### src/rtl/traffic_signal_monitor_if.sv
// Signal-code interface between the signal generator (master) and the monitor (slave).
// Carries the raw NS/EW codes and fault clear one way, and the lamp drives and fault status the other.
interface traffic_signal_monitor_if;
   logic [2:0] ns_code;
   logic [2:0] ew_code;
   logic       fault_clear;
   logic [2:0] ns_lamp;
   logic [2:0] ew_lamp;
   logic       fault;
   logic [2:0] fault_cause;
   logic       flash;

   modport master (output ns_code, ew_code, fault_clear,
                   input  ns_lamp, ew_lamp, fault, fault_cause, flash);
   modport slave  (input  ns_code, ew_code, fault_clear,
                   output ns_lamp, ew_lamp, fault, fault_cause, flash);
endinterface

### src/rtl/traffic_signal_monitor.sv
// Debounces NS/EW signal codes, drives the lamps, and latches the first rule violation into
// all-way flashing red until cleared. Define WATCHDOG_EN to add the stuck-code timeout (cause 101).
module traffic_signal_monitor #(
   parameter int FILTER      = 2,
   parameter int MIN_YELLOW  = 5,
   parameter int FLASH_HALF  = 10,
   parameter int WDOG_CYCLES = 200
) (
   input  logic                    clk,
   input  logic                    rst,
   traffic_signal_monitor_if.slave bus
);
   localparam int FW = $clog2(FILTER + 1);
   localparam int YW = $clog2(MIN_YELLOW + 1);
   localparam int HW = $clog2(FLASH_HALF + 1);
   localparam logic [2:0] NS_RED   = 3'b011;
   localparam logic [2:0] EW_RED   = 3'b110;
   localparam logic [2:0] LAMP_RED = 3'b100;

   typedef enum logic {RUN, FAULT} state_t;
   typedef enum logic [1:0] {C_BAD, C_GREEN, C_YELLOW, C_RED} color_t;
   typedef enum logic [2:0] {
      CAUSE_NONE         = 3'b000,
      CAUSE_ILLEGAL      = 3'b001,
      CAUSE_CONFLICT     = 3'b010,
      CAUSE_SEQUENCE     = 3'b011,
      CAUSE_SHORT_YELLOW = 3'b100,
      CAUSE_STUCK        = 3'b101
   } cause_t;

   function automatic color_t ns_color(input logic [2:0] code);
      case (code)
         3'b001:  return C_GREEN;
         3'b010:  return C_YELLOW;
         3'b011:  return C_RED;
         default: return C_BAD;
      endcase
   endfunction

   function automatic color_t ew_color(input logic [2:0] code);
      case (code)
         3'b100:  return C_GREEN;
         3'b101:  return C_YELLOW;
         3'b110:  return C_RED;
         default: return C_BAD;
      endcase
   endfunction

   function automatic logic step_ok(input color_t from, input color_t to);
      return (from == C_GREEN  && to == C_YELLOW) ||
             (from == C_YELLOW && to == C_RED)    ||
             (from == C_RED    && to == C_GREEN);
   endfunction

   function automatic logic [2:0] lamp(input color_t c);
      case (c)
         C_GREEN:  return 3'b001;
         C_YELLOW: return 3'b010;
         default:  return LAMP_RED;
      endcase
   endfunction

   state_t          state;
   cause_t          cause_q, cause_nx;
   logic [2:0]      ns_acc, ew_acc, ns_last, ew_last, ns_cand, ew_cand;
   logic [2:0]      ns_lamp_q, ew_lamp_q;
   logic [FW-1:0]   ns_stab, ew_stab, ns_stab_nx, ew_stab_nx;
   logic [YW-1:0]   ns_ycnt, ew_ycnt, ns_yinc, ew_yinc;
   logic [HW-1:0]   flash_cnt;
   logic            flash_q, flash_wrap, ns_evt, ew_evt, clear_ok;
   color_t          ns_from, ns_to, ew_from, ew_to;
`ifdef WATCHDOG_EN
   localparam int WW = $clog2(WDOG_CYCLES + 1);
   logic [WW-1:0]   wdog, wdog_nx;
`endif

   always_comb begin
      // NOTE: every always_comb output gets a default first so no path can infer a latch.
      ns_stab_nx = FW'(1);
      ew_stab_nx = FW'(1);
      if (bus.ns_code == ns_last)
         ns_stab_nx = (ns_stab == FW'(FILTER)) ? ns_stab : ns_stab + FW'(1);
      if (bus.ew_code == ew_last)
         ew_stab_nx = (ew_stab == FW'(FILTER)) ? ew_stab : ew_stab + FW'(1);

      // A code is a candidate only on edges where it is stable and differs from the accepted one.
      ns_evt  = (ns_stab_nx == FW'(FILTER)) && (bus.ns_code != ns_acc);
      ew_evt  = (ew_stab_nx == FW'(FILTER)) && (bus.ew_code != ew_acc);
      ns_cand = ns_evt ? bus.ns_code : ns_acc;
      ew_cand = ew_evt ? bus.ew_code : ew_acc;
      ns_from = ns_color(ns_acc);
      ew_from = ew_color(ew_acc);
      ns_to   = ns_color(ns_cand);
      ew_to   = ew_color(ew_cand);
      ns_yinc = (ns_ycnt == YW'(MIN_YELLOW)) ? ns_ycnt : ns_ycnt + YW'(1);
      ew_yinc = (ew_ycnt == YW'(MIN_YELLOW)) ? ew_ycnt : ew_ycnt + YW'(1);
`ifdef WATCHDOG_EN
      wdog_nx = (ns_evt || ew_evt) ? '0 : wdog + WW'(1);
`endif

      cause_nx = CAUSE_NONE;
      if ((ns_evt && ns_to == C_BAD) || (ew_evt && ew_to == C_BAD))
         cause_nx = CAUSE_ILLEGAL;
      else if ((ns_evt || ew_evt) && ns_to != C_RED && ew_to != C_RED)
         cause_nx = CAUSE_CONFLICT;
      else if ((ns_evt && !step_ok(ns_from, ns_to)) || (ew_evt && !step_ok(ew_from, ew_to)))
         cause_nx = CAUSE_SEQUENCE;
      else if ((ns_evt && ns_from == C_YELLOW && ns_to == C_RED && ns_yinc < YW'(MIN_YELLOW)) ||
               (ew_evt && ew_from == C_YELLOW && ew_to == C_RED && ew_yinc < YW'(MIN_YELLOW)))
         cause_nx = CAUSE_SHORT_YELLOW;
`ifdef WATCHDOG_EN
      else if (wdog_nx == WW'(WDOG_CYCLES))
         cause_nx = CAUSE_STUCK;
`endif

      flash_wrap = (flash_cnt == HW'(FLASH_HALF - 1));
      clear_ok   = bus.fault_clear && bus.ns_code == NS_RED && bus.ew_code == EW_RED;
   end

   always_ff @(posedge clk or posedge rst) begin
      if (rst) begin
         state     <= RUN;
         cause_q   <= CAUSE_NONE;
         ns_acc    <= NS_RED;
         ew_acc    <= EW_RED;
         ns_last   <= NS_RED;
         ew_last   <= EW_RED;
         ns_stab   <= '0;
         ew_stab   <= '0;
         ns_ycnt   <= '0;
         ew_ycnt   <= '0;
         flash_cnt <= '0;
         flash_q   <= 1'b0;
         ns_lamp_q <= LAMP_RED;
         ew_lamp_q <= LAMP_RED;
`ifdef WATCHDOG_EN
         wdog      <= '0;
`endif
      end else begin
         ns_last <= bus.ns_code;
         ew_last <= bus.ew_code;
         ns_stab <= ns_stab_nx;
         ew_stab <= ew_stab_nx;
         case (state)
            RUN: begin
               if (cause_nx != CAUSE_NONE) begin
                  state     <= FAULT;
                  cause_q   <= cause_nx;
                  flash_q   <= 1'b1;
                  flash_cnt <= '0;
                  ns_lamp_q <= LAMP_RED;
                  ew_lamp_q <= LAMP_RED;
               end else begin
                  if (ns_evt) ns_acc <= bus.ns_code;
                  if (ew_evt) ew_acc <= bus.ew_code;
                  ns_ycnt   <= ns_evt ? '0 : ((ns_from == C_YELLOW) ? ns_yinc : ns_ycnt);
                  ew_ycnt   <= ew_evt ? '0 : ((ew_from == C_YELLOW) ? ew_yinc : ew_ycnt);
                  ns_lamp_q <= lamp(ns_to);
                  ew_lamp_q <= lamp(ew_to);
               end
`ifdef WATCHDOG_EN
               wdog <= (cause_nx != CAUSE_NONE) ? '0 : wdog_nx;
`endif
            end
            FAULT: begin
`ifdef WATCHDOG_EN
               wdog <= '0;
`endif
               if (clear_ok) begin
                  state     <= RUN;
                  cause_q   <= CAUSE_NONE;
                  ns_acc    <= NS_RED;
                  ew_acc    <= EW_RED;
                  // NOTE: the last nonblocking assignment wins, so these override the filter update above.
                  ns_stab   <= '0;
                  ew_stab   <= '0;
                  ns_ycnt   <= '0;
                  ew_ycnt   <= '0;
                  flash_cnt <= '0;
                  flash_q   <= 1'b0;
                  ns_lamp_q <= LAMP_RED;
                  ew_lamp_q <= LAMP_RED;
               end else begin
                  flash_cnt <= flash_wrap ? '0 : flash_cnt + HW'(1);
                  flash_q   <= flash_q ^ flash_wrap;
                  ns_lamp_q <= {flash_q ^ flash_wrap, 2'b00};
                  ew_lamp_q <= {flash_q ^ flash_wrap, 2'b00};
               end
            end
            default: state <= RUN;
         endcase
      end
   end

   assign bus.ns_lamp     = ns_lamp_q;
   assign bus.ew_lamp     = ew_lamp_q;
   assign bus.fault       = (state == FAULT);
   assign bus.fault_cause = cause_q;
   assign bus.flash       = flash_q;
endmodule

### src/flat_wrapper.sv
// flat-port wrapper written by rule: the top's interface ports become plain ports
module traffic_signal_monitor_flat 
#(
   parameter int FILTER      = 2,
   parameter int MIN_YELLOW  = 5,
   parameter int FLASH_HALF  = 10,
   parameter int WDOG_CYCLES = 200
)
  (clk, rst, bus_ns_code, bus_ew_code, bus_fault_clear, bus_ns_lamp, bus_ew_lamp, bus_fault, bus_fault_cause, bus_flash);
  traffic_signal_monitor_if bus_i ();
  input  logic clk;
  input  logic rst;
  input wire logic [$bits(bus_i.ns_code)-1:0] bus_ns_code;
  input wire logic [$bits(bus_i.ew_code)-1:0] bus_ew_code;
  input wire logic [$bits(bus_i.fault_clear)-1:0] bus_fault_clear;
  output wire logic [$bits(bus_i.ns_lamp)-1:0] bus_ns_lamp;
  output wire logic [$bits(bus_i.ew_lamp)-1:0] bus_ew_lamp;
  output wire logic [$bits(bus_i.fault)-1:0] bus_fault;
  output wire logic [$bits(bus_i.fault_cause)-1:0] bus_fault_cause;
  output wire logic [$bits(bus_i.flash)-1:0] bus_flash;
  assign bus_i.ns_code = bus_ns_code;
  assign bus_i.ew_code = bus_ew_code;
  assign bus_i.fault_clear = bus_fault_clear;
  assign bus_ns_lamp = bus_i.ns_lamp;
  assign bus_ew_lamp = bus_i.ew_lamp;
  assign bus_fault = bus_i.fault;
  assign bus_fault_cause = bus_i.fault_cause;
  assign bus_flash = bus_i.flash;
  traffic_signal_monitor #(.FILTER(FILTER), .MIN_YELLOW(MIN_YELLOW), .FLASH_HALF(FLASH_HALF), .WDOG_CYCLES(WDOG_CYCLES)) u_core (.clk(clk), .rst(rst), .bus(bus_i));
endmodule
### config.mk
export PLATFORM = sky130hd
export DESIGN_NAME = traffic_signal_monitor_flat
export DESIGN_NICKNAME = d
export VERILOG_FILES = /design/src/rtl/traffic_signal_monitor_if.sv /design/src/rtl/traffic_signal_monitor.sv /design/src/flat_wrapper.sv
export SDC_FILE = /design/constraint.sdc
export NUM_CORES = 1
export LEC_CHECK = 0
export CAP_MARGIN = 5
export CORE_UTILIZATION = 53
export CTS_CLUSTER_DIAMETER = 50
export DETAILED_ROUTE_END_ITERATION = 10
export PLACE_DENSITY = 0.75
export SETUP_SLACK_MARGIN = 0.4
export SYNTH_ARGS = -nofsm -noshare
export SYNTH_HDL_FRONTEND = slang
export SYNTH_SLANG_ARGS = --single-unit
### constraint.sdc
create_clock -name clk -period 2.01 [get_ports clk]
set_input_delay 0.603 -clock clk [delete_from_list [all_inputs] [get_ports clk]]
set_output_delay 0.603 -clock clk [all_outputs]
set_load 0.02 [all_outputs]
==> flow_metrics.tcl, run 1 <==
set metrics [dict create \
    run_status "finished, violations left" \
    violations "setup timing" \
    hold_slack_ps 513 \
    synth-main-ff-cell "sky130_fd_sc_hd__dfrtp_1" \
    ys_warn_count 0 \
    vdd_drop_max_uv 688 \
    max_freq_mhz 446 \
    finalCritPeriodShare 1.12 \
    rr_startpoint "u_core.ew_stab[1]" \
    finalHoldViolCount 0 \
    multi_input_combinational_cell_area_sq_um 1680 \
    cell_types_occupying_the_most_area_after_synthesis "sky130_fd_sc_hd__dfrtp_1, sky130_fd_sc_hd__dfstp_2, sky130_fd_sc_hd__ha_1" \
    met2_routing_resource_usage_after_global_routing 0.490 \
    syn_nets 277 \
    power.combinational.fraction 0.507 \
    setup_tns_ps -4470 \
    fin_crit_ps 2240 \
    vias_in_the_first_global_route 2386 \
    detailroute.via_count 2553 \
    maxCapViolations 0 \
    synth_async_sr_flop_share 1.00 \
    synth_enable_flop_cells 0 \
    globalRouteTotalUtil 0.284 \
    unrepaired_setup_endpoints_after_global_routing "yes" \
    netlist_instances 260 \
    seq_power_share 0.328 \
    busiest_layer "met2" \
    worst-endpoint-required_ps 2250 \
    num-nets-final 368 \
    clock_tree.root_cell "sky130_fd_sc_hd__clkbuf_8" \
    count_of_inserted_antenna_diode_cells 0 \
    finalWorstSetupSlack_ps -233 \
    worst_setup_skew_after_layout_ps 10.7 \
    detail_route.wl_per_cell_um 19.2 \
    internal_cell_power_w 0.00213 \
    finalSetupViolations 25 \
    placeableCoreArea_sq_um 4500 \
    numPortBuffers 19 \
    endpoint_kind "register" \
    p_switching_w 0.00141 \
    clock_tree.buffer_depth 2 \
    max_slew_margin 0.740 \
    antenna_violating_nets_post_route 0 \
    max_slew.worst_pin.slew_ps 389 \
    setup.reg_to_reg.worst_slack_ps -230 \
    min_path_type "register to register" \
    power_per_cell_area_nw_per_um2 956 \
    yosys_register_bits 37 \
    chipWidth_um 71.5 \
    number_of_cells_on_the_worst_reg_to_reg_path 8 \
    drt_drc_violations_left 0 \
    worst_setup_hold_path_clk_slew_ps 80 \
    yosys.cell_types.count 69 \
    num_cts_buffers 5 \
    gr-usage-met3 0.0577 \
    cts_tree "built" \
    total_of_fill_cells_in_the_finished_design 247 \
    gp_congestion 0.870 \
    synth_seq_area_share 0.366 \
    relative_contribution_of_the_clock_network_to_total_power 0.164 \
    sw_frac 0.397 \
    critical_path.max_fanout 6 \
    start_util 0.569 \
    synthDominantCellAreaShare 0.264 \
    floorplan.io_pins 20 \
    cp-start-kind "register" \
    avgSynthCellArea_sq_um 9.85 \
    first_iter_violations 196 \
    grt_overflow 0 \
    worst_setup_path_startpoint "u_core.ew_stab[1]" \
    final_core_util 0.822 \
    vias_per_cell 6.32 \
    grt_pass1_wl_um 11100 \
    synth.cell_area_sq_um 2560 \
    final-max-slew-violation-count 0 \
    place.detailed.hpwl_um 4590 \
    fp.dieH_um 71.5 \
    detail_route.wirelength_um 7770 \
    core.rowCount 24 \
    areaGrowthSynthToFinish_pct 44.5 \
    antenna_found_initial 0 \
    worstPathArrival_ps 2490 \
    final_layout_size_suffix_gt1_frac 0.466 \
    synth_area_leader_cell "sky130_fd_sc_hd__dfrtp_1" \
    timing.rr.end "u_core.ns_acc[0]" \
    grt_start_max_net_pins 38 \
    critPathCapture "u_core.ns_acc[0]" \
    htree_levels 2 \
    synth.most_common_cell "sky130_fd_sc_hd__dfrtp_1" \
    ys_top_cells_by_count "sky130_fd_sc_hd__dfrtp_1, sky130_fd_sc_hd__nand2_1, sky130_fd_sc_hd__a21oi_1, sky130_fd_sc_hd__inv_1, sky130_fd_sc_hd__nor2_1" \
    clock_insertion_delay_at_the_later_pin_of_the_skew_report_ps 310 \
    die-area_sq_um 5110 \
    clkSinkCount 37 \
    power.static_leakage_nw 1.66 \
    firstDrtPassIters 5 \
    critical_path_class "register to register" \
    met1_usage 0.348 \
    area_of_all_sequential_standard_cells_sq_um 938 \
]
[layer usage]
metal  wire (um)  up-vias
met3         504       30
met2        3930      128
met5           0        -
met4         222        0
li1            -     1140
met1        3110     1255
[cells in the final DEF (no fill, tap or decap), types with 5 or more instances in the layout]
| master | netlist | final |
|---|---|---|
| sky130_fd_sc_hd__a21oi_1 | 15 | 13 |
| sky130_fd_sc_hd__dfstp_2 | 10 | 10 |
| sky130_fd_sc_hd__clkbuf_8 | 0 | 6 |
| sky130_fd_sc_hd__ha_1 | 8 | 7 |
| sky130_fd_sc_hd__nand2_1 | 17 | 16 |
| sky130_fd_sc_hd__nand3_1 | 9 | 8 |
| sky130_fd_sc_hd__buf_6 | 7 | 20 |
| sky130_fd_sc_hd__nor2_1 | 13 | 10 |
| sky130_fd_sc_hd__xor2_1 | 7 | 7 |
| sky130_fd_sc_hd__buf_4 | 4 | 62 |
| sky130_fd_sc_hd__inv_1 | 15 | 13 |
| sky130_fd_sc_hd__nor3b_1 | 5 | 5 |
| sky130_fd_sc_hd__xnor2_1 | 6 | 5 |
| sky130_fd_sc_hd__nand4_1 | 9 | 9 |
| sky130_fd_sc_hd__clkbuf_2 | 0 | 7 |
| sky130_fd_sc_hd__dfrtp_1 | 27 | 27 |
[metrics by stage]
stage | worst slack, ps | instance area, sq um | power (W) | std cells
2_1_floorplan | -229 | 2670 | 0.00216 | 260
3_3_place_gp | -769 | 3240 | 0.00266 | 375
3_5_place_dp | -861 | 3240 | 0.00271 | 375
4_1_cts | -191 | 3500 | 0.00335 | 391
5_1_grt | -321 | 3700 | 0.00372 | 404
6_report | -233 | 3700 | 0.00354 | 404
[sequential cells by signal, summed over array words and instances (netlist names)]
signal,cells
u_core.ew_stab,2
u_core.bus.fault_cause,3
u_core.bus.fault,1
u_core.bus.ew_lamp,3
u_core.ns_stab,2
u_core.ew_last,3
u_core.bus.flash,1
u_core.ns_acc,3
u_core.ns_last,3
u_core.ew_ycnt,3
u_core.ns_ycnt,3
u_core.bus.ns_lamp,3
u_core.flash_cnt,4
u_core.ew_acc,3
[worst max-delay path, cell delays in order (launching register included)]
cell                      delay (ps)
sky130_fd_sc_hd__dfrtp_1         350
sky130_fd_sc_hd__inv_1            50
sky130_fd_sc_hd__ha_1            280
sky130_fd_sc_hd__nor2b_4         190
sky130_fd_sc_hd__nand4_4         130
sky130_fd_sc_hd__mux2_4          370
sky130_fd_sc_hd__a211o_4         390
sky130_fd_sc_hd__nand4_4         110
sky130_fd_sc_hd__mux2_4          310
[area by class of cell]
cell class	instances	share of cell area
flip-flops and latches	37	0.254
repair buffers	102	0.233
inverters	15	0.0152
multi-input cells	190	0.455
clock inverters	2	0.00372
well taps	52	0.0176
clock buffers	6	0.0223
[cells by family after synthesis]
group	after synthesis	synth area share
muxes	7	0.0371
xor gates and xnor gates	17	0.0699
and+or+nand+nor	99	0.244
buffers and inverters	33	0.0762
DFF	37	0.366
adders and majority gates	8	0.0391
AOI/OAI and AO/OA	59	0.167
[power by group through the flow]
stage                     sequential (W)  combinational [W]  clock [W]
after floorplan                  0.00117           0.000984          0
after global placement           0.00115            0.00151          0
after detailed placement         0.00115            0.00156          0
after CTS                        0.00114            0.00164   0.000576
after global routing             0.00119            0.00192   0.000612
final                            0.00116            0.00180   0.000582
[worst min-delay path by stage]
stage,endpoint,depth (start not counted),startpoint
after floorplan,u_core.flash_cnt[3],1,u_core.flash_cnt[3]
after global placement,u_core.flash_cnt[3],1,u_core.flash_cnt[3]
after detailed placement,u_core.flash_cnt[3],1,u_core.flash_cnt[3]
after CTS,u_core.flash_cnt[3],1,u_core.flash_cnt[3]
after global routing,u_core.ew_last[1],2,bus_ew_code[1]
final,u_core.bus.fault_cause[1],1,u_core.bus.fault_cause[1]
[repair_timing]
item	4_1_cts	5_1_grt
pin swaps	18	12
resized for setup	67	44
setup buffers	8	13
hold buffers	0	0
endpoints found under the setup margin	42	38
Power figures use the tool's default switching activity.
==> inputs of run 2 (changes only) <==
- CTS_BUF_LIST: default -> sky130_fd_sc_hd__clkbuf_16
- SKIP_CTS_REPAIR_TIMING: default -> 1
==> flow_metrics.tcl, run 2 (synthesis results as in run 1) <==
set metrics [dict create \
    die-area_sq_um 5110 \
    total_power_w 0.00370 \
    power_per_cell_area_nw_per_um2 990 \
    worst_setup_hold_path_clk_slew_ps 60 \
    htree_levels 2 \
    fin_crit_ps 2260 \
    final-max-slew-violation-count 0 \
    max_slew.worst_pin.slew_ps 483 \
    power.combinational.fraction 0.476 \
    worst-path-buf-inv 1 \
    core.rowCount 24 \
    clock_tree.buffer_depth 2 \
    register_ranked_first_by_flip_flop_count "u_core.flash_cnt" \
    p_switching_w 0.00139 \
    pre_cts_ws_ps -861 \
    detail_route.wirelength_um 7630 \
    start_util 0.569 \
    worst-endpoint-required_ps 2220 \
    drt_drc_violations_left 0 \
    path_cells "inv_1, ha_1, nor2b_4, nand4_4, mux2_4, a211o_4, nand4_4, mux2_4" \
    detailroute.via_count 2487 \
    critical_path.max_stage_delay_ps 370 \
    layout_common_cells "sky130_fd_sc_hd__buf_4, sky130_fd_sc_hd__dfrtp_1, sky130_fd_sc_hd__buf_6, sky130_fd_sc_hd__nand2_1" \
    finalCritPeriodShare 1.13 \
    detail_route.wl_per_cell_um 19.2 \
    antenna_found_initial 0 \
    chipWidth_um 71.5 \
    numPortBuffers 19 \
    clkSinkCount 37 \
    floorplan.io_pins 20 \
    min_path_type "register to register" \
    maxCapViolations 0 \
    antenna_violating_nets_post_route 0 \
    cts_tree "built" \
    clock_insertion_delay_at_the_later_pin_of_the_skew_report_ps 280 \
    path_delay_family "multiplexers" \
    place.detailed.hpwl_um 4590 \
    fp.dieH_um 71.5 \
    worst_setup_skew_after_layout_ps 6.42 \
    power.static_leakage_nw 1.78 \
    endpoint_kind "register" \
    total_of_fill_cells_in_the_finished_design 247 \
    firstDrtPassIters 5 \
    area_of_all_sequential_standard_cells_sq_um 938 \
    num-nets-final 362 \
    num_cts_buffers 5 \
    number_of_flip_flops_in_the_largest_register 4 \
    finalHoldViolCount 0 \
    unrepaired_setup_endpoints_after_global_routing "yes" \
    max_freq_mhz 442 \
    worst_path_max_delay_cell "sky130_fd_sc_hd__mux2_4" \
    final_layout_size_suffix_gt1_frac 0.439 \
    setup_tns_ps -4200 \
    grt_pass1_wl_um 10600 \
    relative_contribution_of_the_clock_network_to_total_power 0.209 \
    vias_in_the_first_global_route 2279 \
    vdd_drop_max_uv 547 \
    violations "setup timing" \
    grt_start_max_net_pins 38 \
    cp-start-kind "register" \
    run_status "finished, violations left" \
    sw_frac 0.377 \
    multi_input_combinational_cell_area_sq_um 1670 \
    internal_cell_power_w 0.00230 \
    gp_congestion 0.870 \
    worstPathArrival_ps 2470 \
    areaGrowthSynthToFinish_pct 45.8 \
    critical_path_class "register to register" \
    vias_per_cell 6.25 \
    max_slew_margin 0.677 \
    placeableCoreArea_sq_um 4500 \
    seq_power_share 0.315 \
    globalRouteTotalUtil 0.273 \
    count_of_inserted_antenna_diode_cells 0 \
    clock_tree.root_cell "sky130_fd_sc_hd__clkbuf_16" \
    finalWorstSetupSlack_ps -254 \
    layout_commonest_cell "sky130_fd_sc_hd__buf_4" \
    finalSetupViolations 25 \
    critical_path.max_fanout 7 \
    grt_overflow 0 \
    first_iter_violations 212 \
]
==> run 2: power groups by stage <==
| stage | combinational, W | sequential, W | clock (W) |
|---|---|---|---|
| final | 0.00176 | 0.00116 | 0.000773 |
| after global routing | 0.00189 | 0.00119 | 0.000799 |
| after CTS | 0.00158 | 0.00114 | 0.000771 |
| after detailed placement | 0.00156 | 0.00115 | 0 |
| after global placement | 0.00151 | 0.00115 | 0 |
| after floorplan | 0.000984 | 0.00117 | 0 |
==> run 2: layout make-up <==
class	count	share of cell area
clock buffer	5	0.0335
inverter	15	0.0151
clock inverter	3	0.00469
tap	52	0.0174
timing repair buffer	96	0.232
sequential	37	0.251
multi-input combinational	190	0.446
==> run 2: worst register-to-register path, delay by kind of cell, from the launching register on <==
family,cells,cell delay (ps)
mux,2,680
compound gates,1,350
fa+ha+maj,1,300
buf+inv,1,50
simple gates,3,480
flops,1,330
==> run 2: per-stage QoR <==
step	util	hold WS, ps	std cells	cell area [sq um]
2_1_floorplan	-	453	260	2670
3_3_place_gp	0.719	477	375	3240
3_5_place_dp	0.719	490	375	3240
4_1_cts	0.751	498	383	3380
5_1_grt	0.829	515	398	3730
6_report	0.829	507	398	3730
==> run 2: final timing paths <==
| kind | from | endpoint | slack [ps] | depth (start not counted) |
|---|---|---|---|---|
| max in group asynchronous | rst | u_core.bus.ns_lamp[2] | 1070 | 3 |
| hold reg to reg | u_core.flash_cnt[3] | u_core.flash_cnt[3] | 510 | 1 |
| setup reg to reg | u_core.ew_stab[0] | u_core.ns_acc[1] | -250 | 8 |
| setup / recovery | u_core.ew_stab[0] | u_core.ns_acc[1] | -250 | 8 |
| hold / removal | u_core.flash_cnt[3] | u_core.flash_cnt[3] | 510 | 1 |
| min in group asynchronous | rst | u_core.ns_acc[2] | 670 | 3 |
==> run 2: layer usage <==
metal | vias to the layer above | wire length, um | global-route usage
li1 | 1126 | - | -
met1 | 1233 | 3030 | 0.347
met2 | 99 | 3990 | 0.451
met3 | 29 | 364 | 0.0436
met4 | 0 | 244 | 0.142
met5 | - | 0 | 0
